$ cat config.mk
export PLATFORM = sky130hd
export DESIGN_NAME = input_trigger_mc
export DESIGN_NICKNAME = d
export VERILOG_FILES = /design/src/rtl/input_trigger_mc_pkg.sv /design/src/rtl/input_trigger_mc_sync_edge_detect.sv /design/src/rtl/input_trigger_mc.sv
export SDC_FILE = /design/constraint.sdc
export NUM_CORES = 1
export LEC_CHECK = 0
export BUFFER_PORTS_ARGS = -buffer_cell sky130_fd_sc_hd__buf_2
export CAP_MARGIN = 15
export CORE_MARGIN = 5
export CORE_UTILIZATION = 51
export CTS_BUF_LIST = sky130_fd_sc_hd__clkbuf_4 sky130_fd_sc_hd__clkbuf_8 sky130_fd_sc_hd__clkbuf_16
export DETAILED_ROUTE_END_ITERATION = 10
export GPL_TIMING_DRIVEN = 1
export PLACE_DENSITY = 0.75
export SLEW_MARGIN = 20
export SYNTH_ARGS = -nofsm -noshare
export SYNTH_HDL_FRONTEND = slang
export SYNTH_SLANG_ARGS = --single-unit
$ cat constraint.sdc
create_clock -name clk -period 1.72 [get_ports clk]
set_input_delay 0 -clock clk [delete_from_list [all_inputs] [get_ports clk]]
set_output_delay 0 -clock clk [all_outputs]
set_load 0.02 [all_outputs]
$ cat src/rtl/input_trigger_mc_pkg.sv
// input_trigger_pkg: FSM state encoding and lowest-set-bit helper for input_trigger_mc
package input_trigger_pkg;
  typedef enum logic [1:0] {IDLE, CALC, REFRESH, DEBOUNCE} state_t;
  function automatic logic [3:0] lowest_idx(input logic [15:0] v);
    lowest_idx = '0;
    for (int i = 15; i >= 0; i--) if (v[i]) lowest_idx = 4'(i);
  endfunction
endpackage

$ cat src/rtl/input_trigger_mc_sync_edge_detect.sv
// sync_edge_detect: two-flop synchroniser plus per-channel rise/fall edge events
module sync_edge_detect #(
  parameter int CHANNELS = 6
) (
  input  logic                clk,
  input  logic                reset,
  input  logic [CHANNELS-1:0] trigger,
  input  logic [CHANNELS-1:0] rise_en,
  input  logic [CHANNELS-1:0] fall_en,
  output logic [CHANNELS-1:0] ev
);
  logic [CHANNELS-1:0] s1, trig_s, prev;
  logic [2:0] first_flag;
  always_ff @(posedge clk)
    if (!reset) begin
      s1 <= '0;
      trig_s <= '0;
      prev <= '0;
      first_flag <= '0;
    end else begin
      s1 <= trigger;
      trig_s <= s1;
      prev <= trig_s;
      first_flag <= {first_flag[1:0], 1'b1};
    end
  // events stay masked until prev holds a post-reset sample, so static-high inputs never fire
  assign ev = first_flag[2] ? ((trig_s & ~prev & rise_en) | (~trig_s & prev & fall_en)) : '0;
endmodule

$ cat src/rtl/input_trigger_mc.sv
// input_trigger_mc: multi-channel edge trigger producing inc/ref pulses with debounce lockout
module input_trigger_mc
  import input_trigger_pkg::*;
#(
  parameter int CHANNELS        = 6,
  parameter int CNT_W           = 14,
  parameter int DEBOUNCE_CYCLES = 10000,
  parameter int SETTLE_CYCLES   = 16,
  parameter int QUEUE_EN        = 1,
  parameter int IDX_W           = 3
) (
  input  logic                clk,
  input  logic                reset,
  input  logic [CHANNELS-1:0] trigger,
  input  logic [CHANNELS-1:0] rise_en,
  input  logic [CHANNELS-1:0] fall_en,
  output logic                inc_clk,
  output logic                ref_clk,
  output logic                busy,
  output logic [CHANNELS-1:0] trig_vec,
  output logic [IDX_W-1:0]    trig_idx
);
  if (2**CNT_W <= DEBOUNCE_CYCLES || 2**CNT_W <= SETTLE_CYCLES) begin : g_bad_cnt_w
    $error("CNT_W too narrow for DEBOUNCE_CYCLES/SETTLE_CYCLES");
  end
  if (CHANNELS < 1 || CHANNELS > 16 || (2**IDX_W) < CHANNELS) begin : g_bad_channels
    $error("CHANNELS must be 1..16 and fit in IDX_W");
  end
  logic [CHANNELS-1:0] ev, pending, hit;
  logic [CNT_W-1:0] counter;
  state_t state;
  sync_edge_detect #(.CHANNELS(CHANNELS)) u_sync (
    .clk(clk),
    .reset(reset),
    .trigger(trigger),
    .rise_en(rise_en),
    .fall_en(fall_en),
    .ev(ev)
  );
  assign hit = ev | pending;
  assign busy = state != IDLE;
  always_ff @(posedge clk)
    if (!reset) begin
      state <= IDLE;
      pending <= '0;
      counter <= '0;
      trig_vec <= '0;
      trig_idx <= '0;
      inc_clk <= 1'b0;
      ref_clk <= 1'b0;
    end else begin
      if (QUEUE_EN != 0 && state != IDLE) pending <= pending | ev;
      case (state)
        IDLE:
          if (|hit) begin
            trig_vec <= hit;
            trig_idx <= IDX_W'(lowest_idx(16'(hit)));
            pending <= '0;
            inc_clk <= 1'b1;
            counter <= '0;
            state <= CALC;
          end
        // counting up to SETTLE_CYCLES puts ref_clk SETTLE_CYCLES+1 cycles after inc_clk
        CALC: begin
          inc_clk <= 1'b0;
          if (counter == CNT_W'(SETTLE_CYCLES)) begin
            ref_clk <= 1'b1;
            state <= REFRESH;
          end else counter <= counter + CNT_W'(1);
        end
        REFRESH: begin
          ref_clk <= 1'b0;
          counter <= '0;
          state <= DEBOUNCE;
        end
        DEBOUNCE:
          if (counter == CNT_W'(DEBOUNCE_CYCLES - 1)) state <= IDLE;
          else counter <= counter + CNT_W'(1);
        default: state <= IDLE;
      endcase
    end
endmodule

# After elaboration in Yosys (flattened, before gate mapping)
# Cells that the tools add are included.
word_totals:
  ff_bits: 54
  input_bits: 20
  out_inout_bits: 12
  wordCells: 64
classes:
  mux: 23
  n_eq_ne: 10
  reduce_logical: 10
  n_addsub: 1
  n_bitwise: 8
ops:
  columns: ["op", "count"]
  rows:
  - ["case mux 14 bit (4 select lines)", 1]
  - ["two-way mux 14 bit", 3]
  - ["bitwise AND 6 bit", 4]
  - ["two-way mux 6 bit", 4]
  - ["two-way mux 3 bit", 6]
  - ["adder 14 x 1 -> 14 bit, second input constant", 1]
  - ["== test 14 bit, second input constant", 1]
  - ["== test 14 x 5 -> 1 bit, second input constant", 1]
  - ["inverter 6 bit", 2]
  - ["OR 6 bit", 2]
  - ["inequality test 2 bit, second input constant", 5]
  - ["case mux 2 bit (4 select lines)", 1]
  - ["two-way mux 2 bit", 3]
  - ["AND reduction 2 bit", 3]
  - ["AND reduction 3 bit", 2]
  - ["nonzero test 2 bit", 3]
  - ["OR reduction 6 bit", 1]
  - ["== test 2 bit, second input constant", 2]
  - ["case mux 1 bit (2 select lines)", 2]
  - ["two-way mux 1 bit", 3]
  - ["== test 2 x 1 -> 1 bit, second input constant", 1]
  - ["zero test 2 bit", 1]

# Logic depth before layout (Yosys ltp)
# Gate-level depths: netlist (run 1).
logic_depth:
  ltp_word: 12
  mapped_depth: 9
  depth_no_buf: 8

# Modules after synthesis
# Synthesis (run 1) repeated with hierarchy kept, for this count alone.
unflattened:
  cells_unflattened: 267
  area_unflattened_um2: 2474.9
modules_own_cells:
  columns: ["mod", "n_inst", "cells_per_inst", "seq_area_each_um2", "area_each_um2"]
  rows:
  - ["input_trigger_mc", 1, 205, 660.6, 1780.5]
  - ["sync_edge_detect", 1, 62, 420.4, 694.4]

# Worst setup path after synthesis (run 1)
# OpenSTA, ideal clock, no wires.
synth_timing:
  path_type: "register to register"
  startpoint: "register u_sync.trig_s[2]"
  endpoint: "register counter[6]"
  n_path_buf: 1
  path_slack_ns: -0.139
  arrival_time_ns: 1.734
  setup_ns: 0.125
  t_required_ns: 1.595
  stages_incl_launch_ff: 8
  synth_period_minus_slack_ns: 1.859
  cell_sequence: "dfxtp_1 and4b_4 a311oi_4 nand4_4 o21a_4 nand2_4 buf_12 o32ai_2"
synth_between:
  elab_chain_len: 9
  word_cells_on_any_way: 11
  cone_classes: "1 x eq/ne; 1 x mux; 7 x bitwise; 2 x reduce/logical"
synth_rtl:
  columns: ["item", "line_no", "text"]
  rows:
  - ["start, declared", "input_trigger_mc_sync_edge_detect.sv:12", "logic [CHANNELS-1:0] s1, trig_s, prev;"]
  - ["start signal, assigned", "input_trigger_mc_sync_edge_detect.sv:17", "trig_s <= '0;"]
  - ["start signal, assigned", "input_trigger_mc_sync_edge_detect.sv:22", "trig_s <= s1;"]
  - ["inverter 6 bit", "input_trigger_mc_sync_edge_detect.sv:27", "assign ev = first_flag[2] ? ((trig_s & ~prev & rise_en) | (~trig_s & prev & fall_en)) : '0;"]
  - ["bitwise AND 6 bit (2 in a row)", "input_trigger_mc_sync_edge_detect.sv:27", null]
  - ["OR 6 bit *", "input_trigger_mc_sync_edge_detect.sv:27", null]
  - ["two-way mux 6 bit *", "input_trigger_mc_sync_edge_detect.sv:27", null]
  - ["OR 6 bit *", "input_trigger_mc.sv:40", "assign hit = ev | pending;"]
  - ["OR reduction 6 bit *", "input_trigger_mc.sv:55", "if (|hit) begin"]
  - ["inequality test 2 bit (no source line) *", null, null]
  - ["AND reduction 3 bit (no source line) *", null, null]
  - ["end signal, assigned", "input_trigger_mc.sv:69", "end else counter <= counter + CNT_W'(1);"]
  - ["end signal, assigned", "input_trigger_mc.sv:78", "else counter <= counter + CNT_W'(1);"]
  - ["end, declared", "input_trigger_mc.sv:30", "logic [CNT_W-1:0] counter;"]
# Every way passes the cells marked *; elsewhere a longest branch is shown, timed or not.
# A chain may end at the register's enable or synchronous reset.

# Worst setup path in the final report (run 1)
layout_timing:
  startpoint: "register u_sync.first_flag[2]"
  endpoint: "register counter[3]"
layout_between:
  elab_chain_len: 5
layout_rtl:
  columns: ["item", "line_no", "text"]
  rows:
  - ["start, declared", "input_trigger_mc_sync_edge_detect.sv:13", "logic [2:0] first_flag;"]
  - ["start signal, assigned", "input_trigger_mc_sync_edge_detect.sv:24", "first_flag <= {first_flag[1:0], 1'b1};"]
  - ["two-way mux 6 bit", "input_trigger_mc_sync_edge_detect.sv:27", null]
  - ["OR 6 bit", "input_trigger_mc.sv:40", null]
  - ["OR reduction 6 bit", "input_trigger_mc.sv:55", null]
  - ["inequality test 2 bit (no source line)", null, null]
  - ["AND reduction 3 bit (no source line)", null, null]
# No other way between the ends.

==> results.json, run 1 <==
{
  "synth_fp_nets": 281,
  "setup_viol_count_final": 21,
  "wl_per_cell_um": 15.1,
  "fp.dieW_um": 79.6,
  "rows": 25,
  "fin_skew_ns": 0.0127,
  "syn_area_um2": 2470,
  "fin_ws_ns": -0.147,
  "p_total_mw": 3.05,
  "htreeDepth": 2,
  "syn_inst": 255,
  "post-route-period-util_pct": 109,
  "wl_mm": 5.94,
  "end_kind": "flop",
  "grt_overflow": 0,
  "rsz0062_at_grt": "true",
  "placed_area_um2": 2960,
  "synth_compound_area_share_pct": 21.1,
  "synth-edff-count": 0,
  "hpwl_mm": 4.21,
  "arrival_ns": 2.05,
  "grt_max_degree": 33,
  "final_nets": 351,
  "ir_drop_uv": 397,
  "vias_per_cell": 5.61,
  "synth_top_family_by_area": "simple AND/OR/NAND/NOR gates",
  "final_cell_area_um2": 3260,
  "drt_iter0_drc": 144,
  "ys_warn_count": 0,
  "cp.required_ns": 1.91,
  "cts.sinks": 54,
  "synthArstFlopShare_pct": 0,
  "power.density_nw_per_um2": 935,
  "ant_nets": 0,
  "io_buffers": 31,
  "cp_max_fo": 12,
  "yosysSeqAreaShare_pct": 43.7,
  "yosys.area_share.simple_pct": 27.4,
  "synth_cell_types": 50,
  "final_cells": 393,
  "route.detailed.drc": 0,
  "yosys.area_share.adder_pct": 3.03,
  "core-area_um2": 4720,
  "insertion_delay_ns": 0.31,
  "fin_crit_ns": 1.87,
  "start_util_pct": 52.4,
  "place.gp.congestion": 0.891,
  "grt_pass1_wl_mm": 9.94,
  "antenna_found_initial": 0,
  "design.die.area_um2": 6340,
  "muxShareOfSynthArea_pct": 0.809,
  "crit_type": "reg -> reg",
  "pre_cts_slack_ns": -0.120,
  "hold_class": "in -> reg",
  "fp.dieH_um": 79.6,
  "synth_xor_area_share_pct": 0,
  "fmax_mhz": 536,
  "clockRootBuffer": "clkbuf_8",
  "numCtsBuffers": 5,
  "fin_hold_ws_ns": 0.0889,
  "outcome": "finished, violations left",
  "grt.total_usage_pct": 19.8,
  "cts_tree": "yes",
  "dr_total_vias": 2204,
  "tightest_slew_ns": 0.347,
  "p_leak_nw": 1.35,
  "ys_seq_elements": 54,
  "final_layout_size_suffix_gt1_share_pct": 35.3,
  "n_antenna_cell": 0,
  "drt_first_pass_iters": 4,
  "clockBufferDepth": 2,
  "cp-start-kind": "flop",
  "max_cap_violations": 0,
  "violations": "negative setup slack",
  "avgSynthCellArea_um2": 9.70,
  "relSlewSlack_pct": 76.9,
  "first_global_vias": 2122,
  "area_growth_pct": 31.9,
  "place_inst": 375,
  "hold_viol": 0,
  "io_pins": 32,
  "clk_pin_slew_ns": 0.10,
  "slew_viol_final": 0,
  "ys.flop_type": "dfxtp_1"
}
critical path: stages (launching register included):
cell,delay [ns]
dfxtp_4,0.39
and4b_1,0.25
a311oi_4,0.30
buf_4,0.19
nand3_4,0.12
o21a_4,0.27
nand2_8,0.13
o41ai_2,0.09
metal layers:
metal | up-vias | global-route usage [%] | wire (um)
li1 | 1083 | - | -
met1 | 1051 | 23.8 | 2600
met2 | 60 | 35.1 | 2930
met3 | 10 | 3.50 | 283
met4 | 0 | 7.04 | 125
met5 | - | 0 | 0
flip-flops by register name, indices dropped and copies added (netlist names):
signal and flops:
counter 14, u_sync.s1 6, ref_clk 1, trig_idx 3, pending 6, inc_clk 1, u_sync.first_flag 3, trig_vec 6
state 2, u_sync.prev 6, u_sync.trig_s 6
logic make-up after synthesis:
group / count (synthesis)
AND/OR/NAND/NOR: 109
AO/OA/AOI/OAI: 64
flip-flops: 54
buffers and inverters: 20
adder cells (fa/ha/maj): 6
multiplexers: 2
final timing paths:
| check | slack (ns) | cells after the start | to | from |
|---|---|---|---|---|
| min reg2reg | 0.44 | 1 | u_sync.first_flag[2] | u_sync.first_flag[1] |
| min | 0.09 | 3 | trig_vec[4] | fall_en[4] |
| max | -0.15 | 7 | counter[3] | u_sync.first_flag[2] |
| max reg2reg | -0.15 | 7 | counter[3] | u_sync.first_flag[2] |
power breakdown:
group | switching (mW) | leakage (nW) | internal [mW]
clock network | 0.414 | 0.0544 | 0.370
logic | 0.537 | 0.858 | 0.394
registers | 0.0391 | 0.442 | 1.29
cells in the mapped netlist (all sizes together) (2+ instances only):
library cell   n  area (um^2)
nand4          4         40.0
buf            2         31.3
ha             6         75.1
a41o           2         20.0
a31oi          3         18.8
o31ai          2         15.0
nand2         18         75.1
inv            8         30.0
o22ai          2         12.5
and3           2         12.5
dfxtp         54         1080
nor4b          3         26.3
nand2b         2         12.5
and4b          8         83.8
a311oi         4         71.3
nand4b         3         26.3
clkbuf        10         37.5
nor2          18         75.1
o41ai          5         43.8
nor3           4         30.0
o21ai         15         97.6
nand3         14         82.6
a311o          3         30.0
nand3b         2         15.0
nor2b          5         31.3
o211ai         9         67.6
and2          22          138
mux2i          2         20.0
a21oi         11         55.1
area by class of cell:
cell class              instances  area (um^2)
clock inverters                 1         8.76
multi-input cells             181         1430
repair buffers                 75          520
fillers                       356         1460
flip-flops and latches         54         1090
clock buffers                   7         96.3
inverters                       8         32.5
well taps                      67         83.8
metrics by stage:
| step | util (%) | TNS, ns |
|---|---|---|
| 6_report | 69.1 | -1.98 |
| 5_1_grt | 69.1 | -3.67 |
| 4_1_cts | 67.9 | -1.06 |
| 3_5_place_dp | 62.6 | -1.49 |
| 3_3_place_gp | 62.6 | -0.777 |
| 2_1_floorplan | - | -0.163 |
timing repair:
action	4_1_cts	5_1_grt
hold buffers	6	0
resized for setup	8	17
setup buffers	3	1
endpoints found under the setup margin	22	26
endpoints found under the hold margin	6	0
pin swaps	7	7
cells in the final DEF, fill, tap and decap left out, types with 4 or more instances in the layout:
master         synthesis  final
a21oi_1               11     10
a311oi_4               1      4
and2_1                22     21
and4b_1                7      6
buf_2                  0     31
buf_4                  0     35
clkbuf_8               0      7
dfxtp_1               54     49
dlygate4sd3_1          0      6
ha_1                   6      5
inv_1                  8      6
nand2_1               17     16
nand3_1               13     13
nor2_1                17     17
nor2b_1                5      5
o211ai_1               9      9
o21ai_0                9      6
o21ai_2                6      5
Power figures use the tool's default switching activity.
==> run 2, diff against run 1 <==
Settings changed: BUFFER_PORTS_ARGS -buffer_cell sky130_fd_sc_hd__buf_2 to -buffer_cell sky130_fd_sc_hd__clkbuf_2.
==> results.json, run 2 (synthesis gave the netlist of run 1 again) <==
{
  "dr_total_vias": 2155,
  "design.die.area_um2": 6340,
  "grt_overflow": 0,
  "ant_nets": 0,
  "grt_max_degree": 31,
  "clk_pin_slew_ns": 0.10,
  "layout_commonest_cell": "dfxtp_1",
  "place.gp.congestion": 0.877,
  "setup-tns-final_ns": -0.816,
  "fp.dieH_um": 79.6,
  "post-route-period-util_pct": 104,
  "cp-start-kind": "flop",
  "power.density_nw_per_um2": 935,
  "setup_viol_count_final": 21,
  "cts.sinks": 54,
  "io_buffers": 31,
  "grt_pass1_wl_mm": 10.2,
  "largest-register": "counter",
  "p_leak_nw": 1.31,
  "area_growth_pct": 30.3,
  "wl_per_cell_um": 15.3,
  "drt_first_pass_iters": 5,
  "clockBufferDepth": 2,
  "final_nets": 349,
  "fin_ws_ns": -0.0682,
  "outcome": "finished, violations left",
  "fin_skew_ns": 0.00757,
  "insertion_delay_ns": 0.30,
  "start_util_pct": 52.4,
  "rsz0062_at_grt": "true",
  "fp.dieW_um": 79.6,
  "hp-start": "reset",
  "numCtsBuffers": 5,
  "rows": 25,
  "slew_viol_final": 0,
  "vias_per_cell": 5.51,
  "final_cells": 391,
  "fin_crit_ns": 1.79,
  "cp_max_fo": 11,
  "tightest_slew_ns": 0.468,
  "cp.required_ns": 1.92,
  "final_layout_size_suffix_gt1_share_pct": 34.3,
  "end_kind": "flop",
  "antenna_found_initial": 0,
  "relSlewSlack_pct": 68.7,
  "arrival_ns": 1.99,
  "max_cap_violations": 0,
  "hpwl_mm": 4.23,
  "htreeDepth": 2,
  "violations": "negative setup slack",
  "largest_register_ffs": 14,
  "grt.total_usage_pct": 20.1,
  "hold_class": "in -> reg",
  "clockRootBuffer": "clkbuf_8",
  "crit_type": "reg -> reg",
  "place_inst": 374,
  "route.detailed.drc": 0,
  "drt_iter0_drc": 74,
  "n_antenna_cell": 0,
  "fmax_mhz": 559,
  "wl_mm": 5.97,
  "hold_viol": 0,
  "r2r_start": "u_sync.first_flag[2]",
  "ir_drop_uv": 412,
  "core-area_um2": 4720,
  "setup.worst_path.start": "u_sync.first_flag[2]",
  "layout_common_cells": "dfxtp_1, buf_4, clkbuf_2",
  "io_pins": 32,
  "first_global_vias": 2231,
  "cts_tree": "yes"
}
run 2: cell type report:
type                    instances  area, um^2
clock buffers                   5        68.8
clock inverters                 3        23.8
fillers                       376        1500
inverters                       8        30.0
multi-input cells             182        1430
flip-flops and latches         54        1090
well taps                      67        83.8
repair buffers                 72         494
run 2: metrics by stage:
stage | hold WS, ns | util, % | total power, mW | setup WS [ns] | area, um^2
final | 0.0773 | 68.2 | 3.01 | -0.0682 | 3220
after global placement | 0.207 | 62.4 | 2.13 | -0.0576 | 2950
after floorplan | 0.0277 | - | 1.88 | -0.0303 | 2530
after detailed placement | 0.211 | 62.4 | 2.14 | -0.0949 | 2950
after global routing | 0.0913 | 68.2 | 3.16 | -0.236 | 3220
after CTS | 0.0708 | 67.3 | 2.99 | -0.0606 | 3180
run 2: metal layers:
metal  part of all wire, %  wire, um  track usage [%]  up-vias
met5                     0         0                0        -
met1                    43      2580             24.7     1019
li1                      -         -                -     1076
met2                    52      3080             34.9       56
met3                   4.3       257             3.27        4
met4                  0.85        51             7.56        0
run 2: final timing paths:
kind	to	slack [ns]	depth (start not counted)
setup / recovery	inc_clk	-0.07	6
hold / removal	counter[9]	0.08	3
setup reg to reg	inc_clk	-0.07	6
hold reg to reg	u_sync.first_flag[1]	0.45	1
run 2: power breakdown:
part | total, mW | internal [mW] | switching, mW
registers | 1.33 | 1.29 | 0.0355
logic | 0.964 | 0.390 | 0.574
clock network | 0.720 | 0.292 | 0.428
total | 3.01 | 1.98 | 1.04
run 2: worst max-delay path: stages, from the launching register on:
cell and delay, ns:
dfxtp_4 0.39, and4b_1 0.25, a311oi_4 0.31, nand4_1 0.27, nor2_1 0.17, nor2_1 0.06, o221a_2 0.23
run 2: what timing repair did:
action | CTS | global route
hold endpoints to repair | 6 | 0
hold buffers | 6 | 0
pin swaps | 4 | 2
cloned | 1 | 0
gates resized for setup | 7 | 8
setup buffers | 2 | 0
setup endpoints to repair | 21 | 25
